===== src/rtl/mer_sequencer_if.sv =====
// Bundles the control handshake and status outputs of the MER measurement
// sequencer. The master modport is the consumer/controller side. The slave
// modport is the sequencer itself.
interface mer_sequencer_if #(
    parameter int SYM_W = 16
) ();
    logic             start;
    logic             abort;
    logic [1:0]       len_sel;
    logic             result_ack;
    logic             smp_en;
    logic             int_en;
    logic             sym_en;
    logic             clear_accum;
    logic             accum_en;
    logic             busy;
    logic             done;
    logic [SYM_W-1:0] sym_count;

    modport master (
        output start, abort, len_sel, result_ack,
        input  smp_en, int_en, sym_en, clear_accum, accum_en, busy, done, sym_count
    );

    modport slave (
        input  start, abort, len_sel, result_ack,
        output smp_en, int_en, sym_en, clear_accum, accum_en, busy, done, sym_count
    );
endinterface


===== src/rtl/mer_sequencer.sv =====
// MER measurement sequencer. A free-running 4-bit phase counter derives the
// sample, interpolation and symbol rate strobes. A five-state FSM aligns each
// measurement to a symbol boundary. It then clears the accumulators, integrates
// for N = 256 << (2*len_sel) symbols and holds the results until acknowledged.
module mer_sequencer #(
    parameter int SYM_W = 16
) (
    input  logic           clk,
    input  logic           reset,
    mer_sequencer_if.slave bus
);

    typedef enum logic [2:0] {
        IDLE  = 3'd0,
        ALIGN = 3'd1,
        CLEAR = 3'd2,
        ACCUM = 3'd3,
        HOLD  = 3'd4
    } state_t;

    state_t           state_r;
    state_t           state_next_s;
    logic [3:0]       phase_r;
    logic [1:0]       len_r;
    logic [1:0]       len_next_s;
    logic [SYM_W-1:0] sym_count_r;
    logic [SYM_W-1:0] sym_count_next_s;
    logic [SYM_W-1:0] target_m1_s;
    logic             sym_tick_s;
    logic             capture_s;
    logic             kill_s;
    logic             clear_accum_r;
    logic             accum_en_r;
    logic             busy_r;
    logic             done_r;
    logic             clear_accum_next_s;
    logic             accum_en_next_s;
    logic             busy_next_s;
    logic             done_next_s;

    // Free-running phase counter. Only reset touches it.
    always_ff @(posedge clk or negedge reset) begin
        if (!reset) begin
            phase_r <= 4'd0;
        end else begin
            phase_r <= phase_r + 4'd1;
        end
    end

    // Rate strobes decode straight from the phase so they line up with it exactly.
    assign bus.smp_en = (phase_r[1:0] == 2'b11);
    assign bus.int_en = phase_r[0];
    assign bus.sym_en = (phase_r == 4'hF);
    assign sym_tick_s = (phase_r == 4'hF);

    // Last symbol index (N-1) for the captured measurement length.
    always_comb begin
        target_m1_s = SYM_W'(16'd255);
        case (len_r)
            2'd0:    target_m1_s = SYM_W'(16'd255);
            2'd1:    target_m1_s = SYM_W'(16'd1023);
            2'd2:    target_m1_s = SYM_W'(16'd4095);
            2'd3:    target_m1_s = SYM_W'(16'd16383);
            default: target_m1_s = SYM_W'(16'd255);
        endcase
    end

    // Abort cancels any active state. A start is accepted from IDLE, or from HOLD
    // together with an acknowledge. Abort always wins over both.
    always_comb begin
        kill_s    = bus.abort && (state_r != IDLE);
        capture_s = 1'b0;
        if (bus.abort) begin
            capture_s = 1'b0;
        end else if (state_r == IDLE) begin
            capture_s = bus.start;
        end else if (state_r == HOLD) begin
            capture_s = bus.start && bus.result_ack;
        end else begin
            capture_s = 1'b0;
        end
    end

    // FSM state register.
    always_ff @(posedge clk or negedge reset) begin
        if (!reset) begin
            state_r <= IDLE;
        end else begin
            state_r <= state_next_s;
        end
    end

    // FSM next-state logic.
    always_comb begin
        state_next_s = state_r;
        case (state_r)
            IDLE: begin
                if (capture_s) begin
                    state_next_s = ALIGN;
                end else begin
                    state_next_s = IDLE;
                end
            end
            ALIGN: begin
                if (kill_s) begin
                    state_next_s = IDLE;
                end else if (sym_tick_s) begin
                    state_next_s = CLEAR;
                end else begin
                    state_next_s = ALIGN;
                end
            end
            CLEAR: begin
                if (kill_s) begin
                    state_next_s = IDLE;
                end else begin
                    state_next_s = ACCUM;
                end
            end
            ACCUM: begin
                if (kill_s) begin
                    state_next_s = IDLE;
                end else if (sym_tick_s && (sym_count_r == target_m1_s)) begin
                    state_next_s = HOLD;
                end else begin
                    state_next_s = ACCUM;
                end
            end
            HOLD: begin
                if (kill_s) begin
                    state_next_s = IDLE;
                end else if (capture_s) begin
                    state_next_s = ALIGN;
                end else if (bus.result_ack) begin
                    state_next_s = IDLE;
                end else begin
                    state_next_s = HOLD;
                end
            end
            default: state_next_s = IDLE;
        endcase
    end

    // FSM output logic. It computes the next-cycle values of the registered
    // outputs, the symbol count and the captured length.
    always_comb begin
        len_next_s       = len_r;
        sym_count_next_s = sym_count_r;
        if (kill_s) begin
            sym_count_next_s = '0;
        end else if (capture_s) begin
            sym_count_next_s = '0;
            len_next_s       = bus.len_sel;
        end else if ((state_r == ACCUM) && sym_tick_s) begin
            sym_count_next_s = sym_count_r + SYM_W'(1'b1);
        end else begin
            sym_count_next_s = sym_count_r;
        end
        clear_accum_next_s = (state_next_s == CLEAR);
        accum_en_next_s    = (state_next_s == ACCUM);
        busy_next_s        = (state_next_s == ALIGN) || (state_next_s == CLEAR) ||
                             (state_next_s == ACCUM);
        done_next_s        = (state_next_s == HOLD);
    end

    // Output, symbol-count and length-capture registers.
    always_ff @(posedge clk or negedge reset) begin
        if (!reset) begin
            len_r         <= 2'd0;
            sym_count_r   <= '0;
            clear_accum_r <= 1'b0;
            accum_en_r    <= 1'b0;
            busy_r        <= 1'b0;
            done_r        <= 1'b0;
        end else begin
            len_r         <= len_next_s;
            sym_count_r   <= sym_count_next_s;
            clear_accum_r <= clear_accum_next_s;
            accum_en_r    <= accum_en_next_s;
            busy_r        <= busy_next_s;
            done_r        <= done_next_s;
        end
    end

    assign bus.clear_accum = clear_accum_r;
    assign bus.accum_en    = accum_en_r;
    assign bus.busy        = busy_r;
    assign bus.done        = done_r;
    assign bus.sym_count   = sym_count_r;

endmodule


===== src/flat_wrapper.sv =====
// flat-port wrapper written by rule: the top's interface ports become plain ports
module mer_sequencer_flat 
#(
    parameter int SYM_W = 16
)
  (clk, reset, bus_start, bus_abort, bus_len_sel, bus_result_ack, bus_smp_en, bus_int_en, bus_sym_en, bus_clear_accum, bus_accum_en, bus_busy, bus_done, bus_sym_count);
  mer_sequencer_if #(.SYM_W(SYM_W)) bus_i ();
  input  logic clk;
  input  logic reset;
  input wire logic [$bits(bus_i.start)-1:0] bus_start;
  input wire logic [$bits(bus_i.abort)-1:0] bus_abort;
  input wire logic [$bits(bus_i.len_sel)-1:0] bus_len_sel;
  input wire logic [$bits(bus_i.result_ack)-1:0] bus_result_ack;
  output wire logic [$bits(bus_i.smp_en)-1:0] bus_smp_en;
  output wire logic [$bits(bus_i.int_en)-1:0] bus_int_en;
  output wire logic [$bits(bus_i.sym_en)-1:0] bus_sym_en;
  output wire logic [$bits(bus_i.clear_accum)-1:0] bus_clear_accum;
  output wire logic [$bits(bus_i.accum_en)-1:0] bus_accum_en;
  output wire logic [$bits(bus_i.busy)-1:0] bus_busy;
  output wire logic [$bits(bus_i.done)-1:0] bus_done;
  output wire logic [$bits(bus_i.sym_count)-1:0] bus_sym_count;
  assign bus_i.start = bus_start;
  assign bus_i.abort = bus_abort;
  assign bus_i.len_sel = bus_len_sel;
  assign bus_i.result_ack = bus_result_ack;
  assign bus_smp_en = bus_i.smp_en;
  assign bus_int_en = bus_i.int_en;
  assign bus_sym_en = bus_i.sym_en;
  assign bus_clear_accum = bus_i.clear_accum;
  assign bus_accum_en = bus_i.accum_en;
  assign bus_busy = bus_i.busy;
  assign bus_done = bus_i.done;
  assign bus_sym_count = bus_i.sym_count;
  mer_sequencer #(.SYM_W(SYM_W)) u_core (.clk(clk), .reset(reset), .bus(bus_i));
endmodule

===== config.mk =====
export PLATFORM = sky130hd
export DESIGN_NAME = mer_sequencer_flat
export DESIGN_NICKNAME = d
export VERILOG_FILES = /design/src/rtl/mer_sequencer_if.sv /design/src/rtl/mer_sequencer.sv /design/src/flat_wrapper.sv
export SDC_FILE = /design/constraint.sdc
export NUM_CORES = 1
export LEC_CHECK = 0
export CAP_MARGIN = 20
export CORE_MARGIN = 3
export CORE_UTILIZATION = 30
export DETAILED_ROUTE_END_ITERATION = 8
export PLACE_DENSITY_LB_ADDON = 0.05
export REMOVE_ABC_BUFFERS = 1
export SLEW_MARGIN = 5
export SYNTH_ARGS = -nofsm -noshare
export SYNTH_HDL_FRONTEND = slang
export SYNTH_SLANG_ARGS = --single-unit

===== constraint.sdc =====
create_clock -name clk -period 2.4 [get_ports clk]
set_input_delay 0.48 -clock clk [delete_from_list [all_inputs] [get_ports clk]]
set_output_delay 0.48 -clock clk [all_outputs]
set_load 0.005 [all_outputs]

==> results.sh <==
export IMPL_io_buffers=29
export IMPL_yosysWarnings=0
export IMPL_setup_viol=0
export IMPL_crit_type="flop to primary output"
export IMPL_slowest_delay_ns=0.51
export IMPL_clock_sinks=29
export IMPL_maxCapViolCount=0
export IMPL_clockBufferDepth=2
export IMPL_worst_pin_slew_ns=0.4735
export IMPL_grt_util_all_layers=0.1343
export IMPL_p_leak_nw=0.8063
export IMPL_vias=1215
export IMPL_synth_cell_area_um2=1423
export IMPL_place_congestion=0.7353
export IMPL_hp_class="flop to flop"
export IMPL_start_kind="flop"
export IMPL_synthArstFlopShare=1.000
export IMPL_fp_row_count=24
export IMPL_fmax_mhz=462.1
export IMPL_final_cell_mix="clkdlybuf4s50_1, dfrtp_1, nor2_1, a21oi_1"
export IMPL_wire_per_inst_um=14.85
export IMPL_crit_slowest_cell="clkdlybuf4s50_1"
export IMPL_crit_path_end_kind="primary output"
export IMPL_placed_area_um2=1788
export IMPL_insertion_delay_ns=0.28
export IMPL_synth_cells=134
export IMPL_viasPerCell=5.424
export IMPL_multi_input_area_um2=665.6
export IMPL_synth_avg_cell_area_um2=10.62
export IMPL_area_delta_synth_final_pct=31.49
export IMPL_regArea_um2=725.7
export IMPL_ir_worst_vdd_v=0.0003084
export IMPL_yosys_register_bits=29
export IMPL_period_minus_slack_ns=2.164
export IMPL_die_w_um=74.86
export IMPL_setup_tns_ns=0
export IMPL_cts_root_buf="clkbuf_8"
export IMPL_pwr_density_cell_nw_per_um2=530.6
export IMPL_drive_gt1_frac=0.09884
export IMPL_synth_edf_count=0
export IMPL_ctsResizeCount=0
export IMPL_ys_seq_area_frac=0.5101
export IMPL_drtPass1Iterations=4
export IMPL_path_max_fanout=4
export IMPL_drcViolationCount=0
export IMPL_cp_top_family="buffers and inverters"
export IMPL_grt_pass1_wl_mm=5.651
export IMPL_final_antenna_net_count=0
export IMPL_start_util=0.3180
export IMPL_ys_flop_type="dfrtp_1"
export IMPL_first_iter_violations=45
export IMPL_dpl_hpwl_mm=2.396
export IMPL_slew_limit_headroom=0.6825
export IMPL_die_h_um=74.86
export IMPL_rsz0062_at_grt="false"
export IMPL_status="completed"
export IMPL_io_pin_count=30
export IMPL_synth_cell_types=37
export IMPL_grt_overflow=0
export IMPL_fillers=435
export IMPL_coreArea_um2=4474
export IMPL_numCtsBuffers=5
export IMPL_wirelength_mm=3.326
export IMPL_clk_pin_slew_ns=0.06
export IMPL_final_nets=180
export IMPL_ctsHtreeMaxLevel=2
export IMPL_final_area_um2=1871
export IMPL_cts_setup_buffers=0
export IMPL_postCtsHoldBufs=0
export IMPL_antenna_found_initial=0
export IMPL_worst_ep_arrival_time_ns=1.68
export IMPL_finalMaxSlewViolations=0
export IMPL_grt_max_degree=30
export IMPL_dieArea_um2=5604
export IMPL_final_core_util=0.4181
export IMPL_diodes=0
export IMPL_cts_tree="built"
export IMPL_grt_pass1_vias=1223
export IMPL_path_cells="ha_1 > nand3_1 > inv_1 > clkdlybuf4s50_1"
export IMPL_cp_buffers_inverters=2
export IMPL_cp_required_ns=1.92
export IMPL_fin_crit_sh=0.9018
export IMPL_finalHoldViolations=0
export IMPL_finClkSkew_ns=0.003847
## cells by family after synthesis
kind of cell,synth area share
AO/OA/AOI/OAI,0.1390
XOR/XNOR,0.04925
adder cells (fa/ha/maj),0.01759
buffers and inverters,0.02198
flip-flops,0.5101
multiplexers,0.02287
AND/OR/NAND/NOR,0.2392
## layout make-up
cell class / instances / area share
sequential: 29 / 0.3880
clock buffer: 6 / 0.03880
multi-input combinational: 99 / 0.3559
tap: 52 / 0.03478
timing repair buffer: 33 / 0.1712
inverter: 3 / 0.006020
clock inverter: 2 / 0.005351
## layer usage
layer | vias to the layer above | track usage | routed length [µm]
li1 | 583 | - | -
met1 | 603 | 0.1662 | 1559
met2 | 22 | 0.2137 | 1581
met3 | 7 | 0.04005 | 131
met4 | 0 | 0.06522 | 55
met5 | - | 0 | 0
## synth_stat cells (3+ instances only)
master    n  area (µm²)
o31ai_1   7       52.55
nand3_1   7       35.03
xor2_1    6       52.55
or4_1     6       45.04
dfrtp_1  29       725.7
and2_1    4       25.02
or3_1     3       18.77
and3_1    3       18.77
nor2_1    9       33.78
nand2_1   7       26.28
o21ai_0   5       25.02
nand4_1   6       37.54
inv_1     3       11.26
a21oi_1   9       45.04
## per-stage QoR
step	hold slack [ns]	worst slack (ns)	instances	total power, W
3_3_place_gp	0.4591	0.4289	216	0.0006157
5_1_grt	0.5181	0.1448	224	0.001041
3_5_place_dp	0.4769	0.3801	216	0.0006184
2_1_floorplan	0.1844	0.5200	131	0.0005685
4_1_cts	0.4863	0.2223	224	0.001004
6_report	0.4806	0.2358	224	0.0009925
## sequential cells by signal, summed over array words and instances, names as in the netlist
| name | cells |
|---|---|
| u_core.phase_r | 4 |
| u_core.bus.accum_en | 1 |
| u_core.bus.busy | 1 |
| u_core.bus.sym_count | 16 |
| u_core.bus.clear_accum | 1 |
| u_core.state_r | 3 |
| u_core.bus.done | 1 |
| u_core.len_r | 2 |
## report_power, final
group | leakage, nW | internal, W | switching [W]
clock network | 0.0450 | 0.000200 | 0.000185
registers | 0.393 | 0.000503 | 0.0000173
logic | 0.368 | 0.0000431 | 0.0000438
## worst reg2reg max path: cells and delay by family (launching register included)
| kind | cells | cell delay, ns |
|---|---|---|
| AOI/OAI and AO/OA | 2 | 0.62 |
| and+or+nand+nor | 2 | 0.53 |
| DFF | 1 | 0.39 |
| adders and majority gates | 1 | 0.25 |
## path summary, 6_finish.rpt
kind,start,end,slack [ns],cells past startpoint
min in group asynchronous,reset,u_core.bus.busy$_DFF_PN0_,0.59,2
max in group asynchronous,reset,u_core.state_r[1]$_DFF_PN0_,1.53,2
max,u_core.phase_r[0]$_DFF_PN0_,bus_sym_en,0.24,4
min reg2reg,u_core.phase_r[0]$_DFF_PN0_,u_core.phase_r[0]$_DFF_PN0_,0.48,1
min,u_core.phase_r[0]$_DFF_PN0_,u_core.phase_r[0]$_DFF_PN0_,0.48,1
max reg2reg,u_core.phase_r[0]$_DFF_PN0_,u_core.state_r[1]$_DFF_PN0_,0.47,5
Power figures use the tool's default switching activity.
